### src/rtl/pe_array_sched.sv
// Sequencer for the row-stationary PE array: programs PE tags, streams filter/ifmap rows,
// runs MAC and psum accumulation, then strobes row-0 outputs for one pass.
module pe_array_sched #(
  parameter int unsigned GRID_X = 10,
  parameter int unsigned GRID_Y = 10
) (
  input  logic              clk,
  input  logic              rst,
  input  logic              start,
  input  logic [3:0]        cfg_rows,
  input  logic [3:0]        cfg_cols,
  input  logic [4:0]        cfg_filt_len,
  input  logic              data_valid,
  output logic              data_ready,
  output logic [3:0]        control,
  output logic [GRID_X-1:0] enable_x,
  output logic [GRID_Y-1:0] enable_y,
  output logic [4:0]        filter_id,
  output logic [5:0]        ifmap_id,
  output logic              psum_valid,
  output logic              busy,
  output logic              done
);

  typedef enum logic [2:0] {
    StIdle, StProg, StLoadF, StLoadI, StMac, StAccum, StOut, StDone
  } state_e;

  localparam logic [3:0] CtlIdle  = 4'd0;
  localparam logic [3:0] CtlProg  = 4'd1;
  localparam logic [3:0] CtlLoadF = 4'd2;
  localparam logic [3:0] CtlLoadI = 4'd3;
  localparam logic [3:0] CtlMac   = 4'd4;
  localparam logic [3:0] CtlAccum = 4'd5;
  localparam logic [3:0] CtlOut   = 4'd6;

  localparam logic [GRID_X-1:0] OneX = GRID_X'(1);
  localparam logic [GRID_Y-1:0] OneY = GRID_Y'(1);

  state_e state_q, state_d;
  logic [3:0] r_q, r_d, e_q, e_d;
  logic [4:0] s_q, s_d;
  // a: outer counter (row / ifmap row / cycle); b: inner counter (column / word)
  logic [4:0] a_q, a_d, b_q, b_d;

  logic [3:0]        control_q, control_d;
  logic [GRID_X-1:0] enable_x_q, enable_x_d;
  logic [GRID_Y-1:0] enable_y_q, enable_y_d;
  logic [4:0]        filter_id_q, filter_id_d;
  logic [5:0]        ifmap_id_q, ifmap_id_d;
  logic              psum_valid_q, psum_valid_d;
  logic              busy_q, busy_d;
  logic              done_q, done_d;

  logic [3:0] rows_clip, cols_clip;
  logic [4:0] filt_clip;
  logic [4:0] r5, e5;
  logic       xfer, in_load;

  always_comb begin
    rows_clip = cfg_rows;
    if (cfg_rows == 4'd0) rows_clip = 4'd1;
    else if (cfg_rows > 4'(GRID_Y)) rows_clip = 4'(GRID_Y);
    cols_clip = cfg_cols;
    if (cfg_cols == 4'd0) cols_clip = 4'd1;
    else if (cfg_cols > 4'(GRID_X)) cols_clip = 4'(GRID_X);
    filt_clip = (cfg_filt_len == 5'd0) ? 5'd1 : cfg_filt_len;
  end

  assign r5      = {1'b0, r_q};
  assign e5      = {1'b0, e_q};
  assign in_load = (state_q == StLoadF) || (state_q == StLoadI);
  assign xfer    = in_load && data_valid;

  // State register
  always_ff @(posedge clk or posedge rst) begin
    if (rst) begin
      state_q <= StIdle;
      r_q     <= 4'd0;
      e_q     <= 4'd0;
      s_q     <= 5'd0;
      a_q     <= 5'd0;
      b_q     <= 5'd0;
    end else begin
      state_q <= state_d;
      r_q     <= r_d;
      e_q     <= e_d;
      s_q     <= s_d;
      a_q     <= a_d;
      b_q     <= b_d;
    end
  end

  // Next-state and counter logic
  always_comb begin
    state_d = state_q;
    r_d     = r_q;
    e_d     = e_q;
    s_d     = s_q;
    a_d     = a_q;
    b_d     = b_q;
    unique case (state_q)
      StIdle: begin
        if (start) begin
          state_d = StProg;
          r_d     = rows_clip;
          e_d     = cols_clip;
          s_d     = filt_clip;
          a_d     = 5'd0;
          b_d     = 5'd0;
        end
      end
      StProg: begin
        if (b_q == e5 - 5'd1) begin
          b_d = 5'd0;
          if (a_q == r5 - 5'd1) begin
            a_d     = 5'd0;
            state_d = StLoadF;
          end else begin
            a_d = a_q + 5'd1;
          end
        end else begin
          b_d = b_q + 5'd1;
        end
      end
      StLoadF: begin
        if (xfer) begin
          if (b_q == s_q - 5'd1) begin
            b_d = 5'd0;
            if (a_q == r5 - 5'd1) begin
              a_d     = 5'd0;
              state_d = StLoadI;
            end else begin
              a_d = a_q + 5'd1;
            end
          end else begin
            b_d = b_q + 5'd1;
          end
        end
      end
      StLoadI: begin
        if (xfer) begin
          if (b_q == s_q - 5'd1) begin
            b_d = 5'd0;
            if (a_q == r5 + e5 - 5'd2) begin
              a_d     = 5'd0;
              state_d = StMac;
            end else begin
              a_d = a_q + 5'd1;
            end
          end else begin
            b_d = b_q + 5'd1;
          end
        end
      end
      StMac: begin
        if (a_q == s_q - 5'd1) begin
          a_d     = 5'd0;
          state_d = (r_q == 4'd1) ? StOut : StAccum;
        end else begin
          a_d = a_q + 5'd1;
        end
      end
      StAccum: begin
        if (a_q == r5 - 5'd2) begin
          a_d     = 5'd0;
          state_d = StOut;
        end else begin
          a_d = a_q + 5'd1;
        end
      end
      StOut:   state_d = StDone;
      StDone:  state_d = StIdle;
      default: state_d = StIdle;
    endcase
  end

  // Output decode from next state so the registered outputs line up with the state they describe
  always_comb begin
    control_d    = CtlIdle;
    enable_x_d   = '0;
    enable_y_d   = '0;
    filter_id_d  = 5'd0;
    ifmap_id_d   = 6'd0;
    psum_valid_d = 1'b0;
    busy_d       = 1'b0;
    done_d       = 1'b0;
    unique case (state_d)
      StProg: begin
        control_d   = CtlProg;
        enable_x_d  = OneX << b_d;
        enable_y_d  = OneY << a_d;
        filter_id_d = a_d;
        ifmap_id_d  = {1'b0, a_d} + {1'b0, b_d};
        busy_d      = 1'b1;
      end
      StLoadF: begin
        control_d   = CtlLoadF;
        enable_x_d  = (OneX << e_d) - OneX;
        enable_y_d  = OneY << a_d;
        filter_id_d = a_d;
        busy_d      = 1'b1;
      end
      StLoadI: begin
        control_d  = CtlLoadI;
        enable_x_d = (OneX << e_d) - OneX;
        enable_y_d = (OneY << r_d) - OneY;
        ifmap_id_d = {1'b0, a_d};
        busy_d     = 1'b1;
      end
      StMac, StAccum: begin
        control_d  = (state_d == StMac) ? CtlMac : CtlAccum;
        enable_x_d = (OneX << e_d) - OneX;
        enable_y_d = (OneY << r_d) - OneY;
        busy_d     = 1'b1;
      end
      StOut: begin
        control_d    = CtlOut;
        enable_x_d   = (OneX << e_d) - OneX;
        enable_y_d   = OneY;
        psum_valid_d = 1'b1;
        busy_d       = 1'b1;
      end
      StDone:  done_d = 1'b1;
      default: ;
    endcase
  end

  always_ff @(posedge clk or posedge rst) begin
    if (rst) begin
      control_q    <= CtlIdle;
      enable_x_q   <= '0;
      enable_y_q   <= '0;
      filter_id_q  <= 5'd0;
      ifmap_id_q   <= 6'd0;
      psum_valid_q <= 1'b0;
      busy_q       <= 1'b0;
      done_q       <= 1'b0;
    end else begin
      control_q    <= control_d;
      enable_x_q   <= enable_x_d;
      enable_y_q   <= enable_y_d;
      filter_id_q  <= filter_id_d;
      ifmap_id_q   <= ifmap_id_d;
      psum_valid_q <= psum_valid_d;
      busy_q       <= busy_d;
      done_q       <= done_d;
    end
  end

  assign data_ready = in_load;
  // Stall cycles in the load phases present IDLE so PEs ignore the bus
  assign control    = (in_load && !data_valid) ? CtlIdle : control_q;
  assign enable_x   = enable_x_q;
  assign enable_y   = enable_y_q;
  assign filter_id  = filter_id_q;
  assign ifmap_id   = ifmap_id_q;
  assign psum_valid = psum_valid_q;
  assign busy       = busy_q;
  assign done       = done_q;

endmodule
### config.mk
export PLATFORM = sky130hd
export DESIGN_NAME = pe_array_sched
export DESIGN_NICKNAME = d
export VERILOG_FILES = /design/src/rtl/pe_array_sched.sv
export SDC_FILE = /design/constraint.sdc
export NUM_CORES = 1
export LEC_CHECK = 0
export BUFFER_PORTS_ARGS = -buffer_cell sky130_fd_sc_hd__buf_2
export CAP_MARGIN = 10
export CELL_PAD_IN_SITES_DETAIL_PLACEMENT = 0
export CELL_PAD_IN_SITES_GLOBAL_PLACEMENT = 1
export CORE_UTILIZATION = 43
export CTS_CLUSTER_DIAMETER = 50
export DETAILED_ROUTE_END_ITERATION = 16
export PLACE_DENSITY = 0.84
export SYNTH_ARGS = -nofsm -noshare
export SYNTH_HDL_FRONTEND = slang
export SYNTH_SLANG_ARGS = --single-unit
### constraint.sdc
create_clock -name clk -period 5.71 [get_ports clk]
set_input_delay 0.8565 -clock clk [delete_from_list [all_inputs] [get_ports clk]]
set_output_delay 0.8565 -clock clk [all_outputs]
set_load 0.02 [all_outputs]
==> summary.md, run 1 <==
| Metric | Value |
|---|---|
| Initial DRC Count | `247` |
| FF/Latch Area | `0.00158 mm^2` |
| Fmax | `0.219 GHz` |
| Post-DR wirelength/cell | `between 15 and 20 um` |
| Cells after synthesis | `between 400 and 500` |
| Nature of the critical path startpoint | `flop` |
| Area leader, netlist | `dfrtp_1` |
| Post-synth cell types | `86` |
| Die X | `between 100 and 150 um` |
| Row count | `37` |
| Slew @ Worst Pin | `0.809 ns` |
| Clock Skew | `0.00893 ns` |
| Vias/cell | `approximately 5.7` |
| Worst-path fanout max | `7` |
| Crit Reg-Reg Endpoint | `ifmap_id[3]$_DFF_PP0_` |
| Grt total ovfl | `0` |
| Final-report hold violation count | `0` |
| Cells on worst reg2reg path | `16` |
| Initial antenna violation count | `0` |
| CP endpoint kind | `flop` |
| PwrDens | `around 650 mW/mm^2` |
| Root Driver | `clkbuf_8` |
| Number of buffers on the longest clock path | `2` |
| Clock-pin slew on the worst setup and hold paths | `0.08 ns` |
| Data required time of the critical path | `roughly 6.0 ns` |
| Multi-input logic area | `between 0.002 and 0.003 mm^2` |
| Top_reg_cell synth | `dfrtp_1` |
| First-pass GRT wire length | `approximately 20000 um` |
| Max Cap Viol | `0` |
| Hold Crit Depth | `2` |
| Seq/Total Area, Yosys | `34.9%` |
| GRT Total Usage | `22.7%` |
| IO Count | `56` |
| Postcts setup bufs | `0` |
| Fin. max-slew vios | `0` |
| Syn_area_per_cell | `9.07 um^2` |
| H-Tree Depth | `3` |
| Post-synth EDFFs | `0` |
| Arrival @ worst endpoint | `between 4 and 5 ns` |
| Synthesized area | `approximately 0.0045 mm^2` |
| Cts hold-fix bufs | `0` |
| Flop2flop setup slack | `~1.1 ns` |
| Port bufs | `54` |
| Largest net degree at the start of global routing | `64` |
| Number of global-route vias before repair | `3975` |
| Area growth from synthesis to layout | `13.1%` |
| Syn nets | `538` |
| Filler cells | `993` |
| HP Start | `s_q[4]$_DFFE_PP0P_` |
| Setup Viol. Count Final | `0` |
| Layout Cells excl Fill | `685` |
| Routed WL | `about 12000 um` |
| Period utilisation layout | `between 80% and 90%` |
| Crit path time final | `4.57 ns` |
| Status | `complete, no violations` |
| Starting density of the core | `44.0%` |
| Relative slew slack | `46.1%` |
| Via count | `3900` |
| Share of the synthesized area in the top cell type | `a little over a third` |
| Nets | `584` |
| DIE AREA | `0.0109 mm^2` |
| Hold Path Sink | `s_q[4]$_DFFE_PP0P_` |
| Placed Instances | `between 600 and 700` |
| Synth area leaders | `dfrtp_1, ha_1, xnor2_1` |
| Yosys reg bits | `63` |
| Post_cts resized | `0` |
| Ratio of cells with drive above 1 in the final layout | `between 10% and 20%` |
| Max stage delay on crit path | `0.50 ns` |
| Critical path class | `flop to flop` |
| CTS tree | `built` |
| Gpl congestion | `0.843` |
| Drt drc | `0` |
| P_leak | `2.41 nW` |
| Max rail drop VDD | `0.000364 V` |
| Reg2reg start | `r_q[1]$_DFF_PP0_` |
| Max stage delay cell, worst path | `a211oi_2` |
| FFs w/ async S/R, synth | `100%` |
| RSZ-0062 raised after global routing | `false` |
| Core area | `0.0103 mm^2` |
| Clock latency on the worst-skew pair | `0.35 ns` |
| Setup_tns | `0 ns` |
| Total CTS buffers | `9` |
| Hpwl dp | `a little under 9000 um` |
| Worst hold path class | `flop to flop` |
| Pre-Repair DR Iteration Count | `4` |
| Antenna-violating nets left | `0` |
| Most frequent cells in the layout | `dfrtp_1, buf_2, nand2_1` |
| Die H | `105 um` |
| Yosys Warn Count | `0` |
| Clk sinks | `63` |
| Most common cell after layout, fill and taps aside | `dfrtp_1` |
| Critical path cell sequence | `inv_1, ha_1, inv_1, ha_1, fa_1, xor2_1, nor4_2, nand4_1, o211ai_2, a21oi_1, a211oi_2, inv_1, ha_1, a31o_2, or3_1, a32o_1` |
| Antenna cells | `0` |
layout make-up:
class	instances	area share, %
Clock buffer	11	2.96
Tap cell	136	3.33
Inverter	39	2.86
Multi-Input combinational cell	375	52.4
Sequential cell	63	30.8
Timing Repair Buffer	56	5.58
Clock inverter	5	2.03
worst max-delay path by stage:
| stage | startpoint | to | slack, ns | cells past startpoint |
|---|---|---|---|---|
| 2_1_floorplan | r_q[1]$_DFF_PP0_ | ifmap_id[3]$_DFF_PP0_ | 1.64 | 16 |
| 4_1_cts | r_q[1]$_DFF_PP0_ | ifmap_id[3]$_DFF_PP0_ | 1.18 | 16 |
| 5_1_grt | r_q[1]$_DFF_PP0_ | ifmap_id[3]$_DFF_PP0_ | 0.83 | 16 |
| 3_3_place_gp | r_q[1]$_DFF_PP0_ | ifmap_id[3]$_DFF_PP0_ | 1.34 | 16 |
| 6_report | r_q[1]$_DFF_PP0_ | ifmap_id[3]$_DFF_PP0_ | 1.14 | 16 |
| 3_5_place_dp | r_q[1]$_DFF_PP0_ | ifmap_id[3]$_DFF_PP0_ | 1.19 | 16 |
where the power goes:
part           leakage [nW]  switching (W)  total, W  internal [W]
Clock                 0.130       0.000179  0.000493      0.000314
Sequential            0.826       0.000179  0.000769      0.000591
Combinational          1.45        0.00124   0.00204      0.000801
worst max-delay path: cells and delay by family (launching register included):
| family | cells | cell delay [ns] |
|---|---|---|
| flip-flops | 1 | 0.39 |
| buffers and inverters | 3 | 0.32 |
| AND/OR/NAND/NOR | 3 | 0.91 |
| adder cells (fa/ha/maj) | 4 | 1.34 |
| AO/OA/AOI/OAI | 5 | 1.29 |
| XOR/XNOR | 1 | 0.19 |
cells in the mapped netlist, types with 8 or more instances:
cell type and n:
xnor2_1 18, o21ai_0 31, dfrtp_1 63, nand2_1 40
and2_1 8, and3_1 8, o22ai_1 12, ha_1 22
clkbuf_1 8, inv_1 38, a21oi_1 19, xor2_1 16
nor2_1 35, nand3_1 16, nor3_1 13
state kept, by name, indices dropped and copies added (netlist names), 3 cells and up:
register and flops:
enable_y 10, s_q 5, ifmap_id 6, filter_id 5, a_q 5, r_q 4, b_q 5, state_q 3
e_q 4, control_q 3, enable_x 10
routing by layer:
| metal | routed length, um | up-vias | part of all wire [%] | global-route usage, % |
|---|---|---|---|---|
| met5 | 0 | - | 0 | 0 |
| met4 | 195 | 0 | 1.7 | 7.24 |
| met3 | 409 | 18 | 3.6 | 3.82 |
| met2 | 5580 | 86 | 48 | 37.3 |
| met1 | 5330 | 1908 | 46 | 30.3 |
| li1 | - | 1888 | - | - |
stage by stage:
| step | total power [W] | hold WS [ns] | util, % | setup slack, ns | cell area (um^2) |
|---|---|---|---|---|---|
| 2_1_floorplan | 0.00234 | 0.507 | - | 1.64 | 4520 |
| 3_3_place_gp | 0.00275 | 0.566 | 47.3 | 1.34 | 4860 |
| 3_5_place_dp | 0.00280 | 0.561 | 47.3 | 1.19 | 4860 |
| 4_1_cts | 0.00331 | 0.589 | 49.7 | 1.18 | 5110 |
| 5_1_grt | 0.00358 | 0.609 | 49.7 | 0.834 | 5110 |
| 6_report | 0.00331 | 0.588 | 49.7 | 1.14 | 5110 |
logic make-up (layout without fill, tap and decap cells):
kind of cell    Yosys count  count (layout)  synth area share, %
buf+inv                  60             111                 5.84
xor+xnor                 36              36                 7.47
fa+ha+maj                23              23                 6.53
mux                       7               7                 1.91
simple gates            168             168                 19.8
flops                    63              63                 34.9
compound gates          140             140                 23.5
other cells               1               1               0.0830
(Power assumes the default switching activity.)
==> run 2: changes to the inputs <==
--- a/config.mk
+++ b/config.mk
@@ -5,14 +5,15 @@
 export SDC_FILE = /design/constraint.sdc
 export NUM_CORES = 1
 export LEC_CHECK = 0
+export ABC_AREA = 1
 export BUFFER_PORTS_ARGS = -buffer_cell sky130_fd_sc_hd__buf_2
 export CAP_MARGIN = 10
 export CELL_PAD_IN_SITES_DETAIL_PLACEMENT = 0
 export CELL_PAD_IN_SITES_GLOBAL_PLACEMENT = 1
-export CORE_UTILIZATION = 43
+export CORE_UTILIZATION = 39
 export CTS_CLUSTER_DIAMETER = 50
 export DETAILED_ROUTE_END_ITERATION = 16
-export PLACE_DENSITY = 0.84
+export PLACE_DENSITY = 0.83
 export SYNTH_ARGS = -nofsm -noshare
 export SYNTH_HDL_FRONTEND = slang
 export SYNTH_SLANG_ARGS = --single-unit
==> constraint.sdc (replaced) <==
create_clock -name clk -period 3.8 [get_ports clk]
set_input_delay 0.57 -clock clk [delete_from_list [all_inputs] [get_ports clk]]
set_output_delay 0.57 -clock clk [all_outputs]
set_load 0.02 [all_outputs]
==> run 2 against run 1 <==
Against the previous run:
- clock skew down 0.0011 ns
- cell count up 29%
- first-iteration DRC count up 19%
- synthesized cell count up 34%
- highest routed layer unchanged
==> summary.md, run 2 <==
| Metric | Value |
|---|---|
| Status | `complete, no violations` |
| Crit path time final | `3.56 ns (-1.02 ns)` |
| Worst hold path class | `input port to async pin` |
| Initial DRC Count | `293 (+19%)` |
| Final-report hold violation count | `0 (unchanged)` |
| Yosys Warn Count | `0 (unchanged)` |
| Core area | `0.0120 mm^2 (+16%)` |
| Post-synth EDFFs | `0 (unchanged)` |
| H-Tree Depth | `3 (unchanged)` |
| Clock-pin slew on the worst setup and hold paths | `0.06 ns (-0.02 ns)` |
| Grt total ovfl | `0 (unchanged)` |
| Drt drc | `0 (unchanged)` |
| Routed WL | `13900 um (+21%)` |
| Setup Viol. Count Final | `0 (unchanged)` |
| GRT Total Usage | `23.6% (+0.87 points)` |
| Clk sinks | `63 (unchanged)` |
| Post-synth cell types | `56 (-35%)` |
| Pre-Repair DR Iteration Count | `5 (+1)` |
| Max Cap Viol | `0 (unchanged)` |
| Syn_area_per_cell | `7.12 um^2 (-22%)` |
| Nets | `769 (+32%)` |
| IO Count | `56 (unchanged)` |
| Clock Skew | `0.00781 ns (-0.00112 ns)` |
| Antenna cells | `0 (unchanged)` |
| Synth area leaders | `dfrtp_1, nand2_1, inv_1` |
| First-pass GRT wire length | `22800 um (+16%)` |
| Critical path class | `flop to flop` |
| Most frequent cells in the layout | `nand2_1, inv_1, dfrtp_1` |
| FFs w/ async S/R, synth | `100% (unchanged)` |
| Die X | `113 um (+7.7%)` |
| CP endpoint kind | `flop` |
| Largest net degree at the start of global routing | `40 (-38%)` |
| Syn nets | `709 (+32%)` |
| CTS tree | `built` |
| Cells after synthesis | `669 (+34%)` |
| Post-DR wirelength/cell | `15.8 um (-6.3%)` |
| Row count | `40 (+8.1%)` |
| Nature of the critical path startpoint | `flop` |
| Fmax | `0.281 GHz (+29%)` |
| Area leader, netlist | `dfrtp_1` |
| FF/Latch Area | `0.00158 mm^2 (unchanged)` |
| Setup WS post-layout | `0.243 ns (-0.893 ns)` |
| Number of global-route vias before repair | `4533 (+14%)` |
| Root Driver | `clkbuf_16` |
| Top_reg_cell synth | `dfrtp_1` |
| Cts hold-fix bufs | `0 (unchanged)` |
| Filler cells | `1206 (+21%)` |
| Antenna-violating nets left | `0 (unchanged)` |
| Worst-path fanout max | `5 (-2)` |
| Dominant cell by count in the synthesized netlist | `nand2_1` |
| Via count | `4555 (+17%)` |
| Share of the synthesized area in the top cell type | `33.1% (-1.8 points)` |
| Die H | `113 um (+7.7%)` |
| Vias/cell | `5.17 (-9.2%)` |
| Pre-CTS WS | `0.0911 ns (-1.10 ns)` |
| Port bufs | `54 (unchanged)` |
| Period utilisation layout | `93.6% (+14 points)` |
| Most common cell after layout, fill and taps aside | `nand2_1` |
| Total CTS buffers | `9 (unchanged)` |
| Hpwl dp | `10900 um (+25%)` |
| Commonest cells post-synth | `nand2_1, inv_1, dfrtp_1` |
| Multi-input logic area | `0.00272 mm^2 (+1.7%)` |
| Initial antenna violation count | `0 (unchanged)` |
| Data required time of the critical path | `4.03 ns (-1.92 ns)` |
| Slew @ Worst Pin | `0.843 ns (+0.0339 ns)` |
| Gpl congestion | `0.917 (+8.8%)` |
| DIE AREA | `0.0127 mm^2 (+16%)` |
| Relative slew slack | `43.7% (-2.3 points)` |
| Number of buffers on the longest clock path | `2 (unchanged)` |
| Fin. max-slew vios | `0 (unchanged)` |
| Ratio of cells with drive above 1 in the final layout | `21.0% (+1.3 points)` |
| Starting density of the core | `39.8% (-4.1 points)` |
| Synthesized area | `0.00476 mm^2 (+5.4%)` |
| Arrival @ worst endpoint | `3.78 ns (-1.04 ns)` |
| Clock latency on the worst-skew pair | `0.34 ns (about the same)` |
| Area growth from synthesis to layout | `16.0%` |
| RSZ-0062 raised after global routing | `true` |
| Seq/Total Area, Yosys | `33.1% (-1.8 points)` |
| Yosys reg bits | `63 (unchanged)` |
[run 2: cell count changes in the layout (fill, tap and decap cells not counted), moves of 8 or more]
| cell | change |
|---|---|
| and3_1 | -8 |
| clkbuf_16 | +9 |
| clkbuf_8 | -11 |
| inv_1 | +45 |
| inv_2 | +21 |
| nand2_1 | +159 |
| nand3_1 | +34 |
| nor2_1 | +11 |
| o21ai_1 | +10 |
| o22ai_1 | -9 |
| xnor2_1 | -11 |
[run 2: cell type report]
type | instances | share of cell area (%)
Multi-Input combinational cell | 485 | 49.3
Sequential cell | 63 | 28.5
Inverter | 108 | 7.52
Timing Repair Buffer | 62 | 5.98
Clock buffer | 9 | 4.08
Tap cell | 147 | 3.33
Clock inverter | 7 | 1.29
[run 2: what timing repair did]
item,4_1_cts,5_1_grt
endpoints found under the setup margin,0,4
resized for setup,0,7
setup buffers,0,4
[run 2: cells by family (layout without fill, tap and decap cells)]
| group | after synthesis | in the layout | synth area share (%) |
|---|---|---|---|
| other | 1 | 1 | 0.0787 |
| AND/OR/NAND/NOR | 353 | 353 | 34.4 |
| AO/OA/AOI/OAI | 89 | 89 | 12.3 |
| buffers and inverters | 121 | 186 | 10.5 |
| XOR/XNOR | 19 | 19 | 3.49 |
| flip-flops | 63 | 63 | 33.1 |
| adder cells (fa/ha/maj) | 23 | 23 | 6.20 |
[run 2: per-layer routing]
layer / share of wire [%] / global-route usage (%) / wire length [um]
met1: 46 / 30.5 / 6410
met2: 46 / 38.8 / 6410
met4: 2.9 / 10.0 / 403
met5: 0 / 0 / 0
met3: 4.7 / 4.05 / 657
[run 2: path summary, 6_finish.rpt]
| kind | from | to | slack [ns] | cells past startpoint |
|---|---|---|---|---|
| max | r_q[1]$_DFF_PP0_ | ifmap_id[4]$_DFF_PP0_ | 0.24 | 23 |
| min | rst | filter_id[1]$_DFF_PP0_ | 0.40 | 2 |
| max reg2reg | r_q[1]$_DFF_PP0_ | ifmap_id[4]$_DFF_PP0_ | 0.24 | 23 |
| min reg2reg | state_q[0]$_DFF_PP0_ | done$_DFF_PP0_ | 0.49 | 1 |
| max in group asynchronous | rst | enable_x[6]$_DFF_PP0_ | 2.55 | 3 |
| min in group clk | cfg_filt_len[1] | s_q[1]$_DFFE_PP0P_ | 0.46 | 3 |
[run 2: critical path, cell delays in order (launching register included)]
cell and delay, ns:
dfrtp_1 0.39, inv_2 0.10, ha_1 0.24, inv_1 0.07, ha_2 0.19, fa_1 0.43
xnor2_1 0.16, nand3_1 0.08, nor2_1 0.12, nand2_2 0.09, nand2_1 0.06, nand2_1 0.06
nand2_1 0.12, o2111ai_4 0.16, o21ai_2 0.25, inv_2 0.08, ha_1 0.22, ha_1 0.18
inv_1 0.05, nand2_1 0.10, nand3_2 0.09, nand3_1 0.07, nand3_1 0.08, nand2_1 0.05
[run 2: stage by stage]
step	cell area (um^2)	instances	TNS (ns)	hold WS [ns]	util, %
floorplan	4760	669	0	0.446	-
global placement	5170	861	0	0.491	43.2
detailed placement	5170	861	0	0.479	43.2
CTS	5460	877	0	0.426	45.7
global route	5530	881	-0.201	0.474	46.2
finish	5530	881	0	0.400	46.2
Power of run 2 is left out: the tool's default activity adds up to more than one toggle a clock period on the data nets, which glitch-free logic cannot reach.
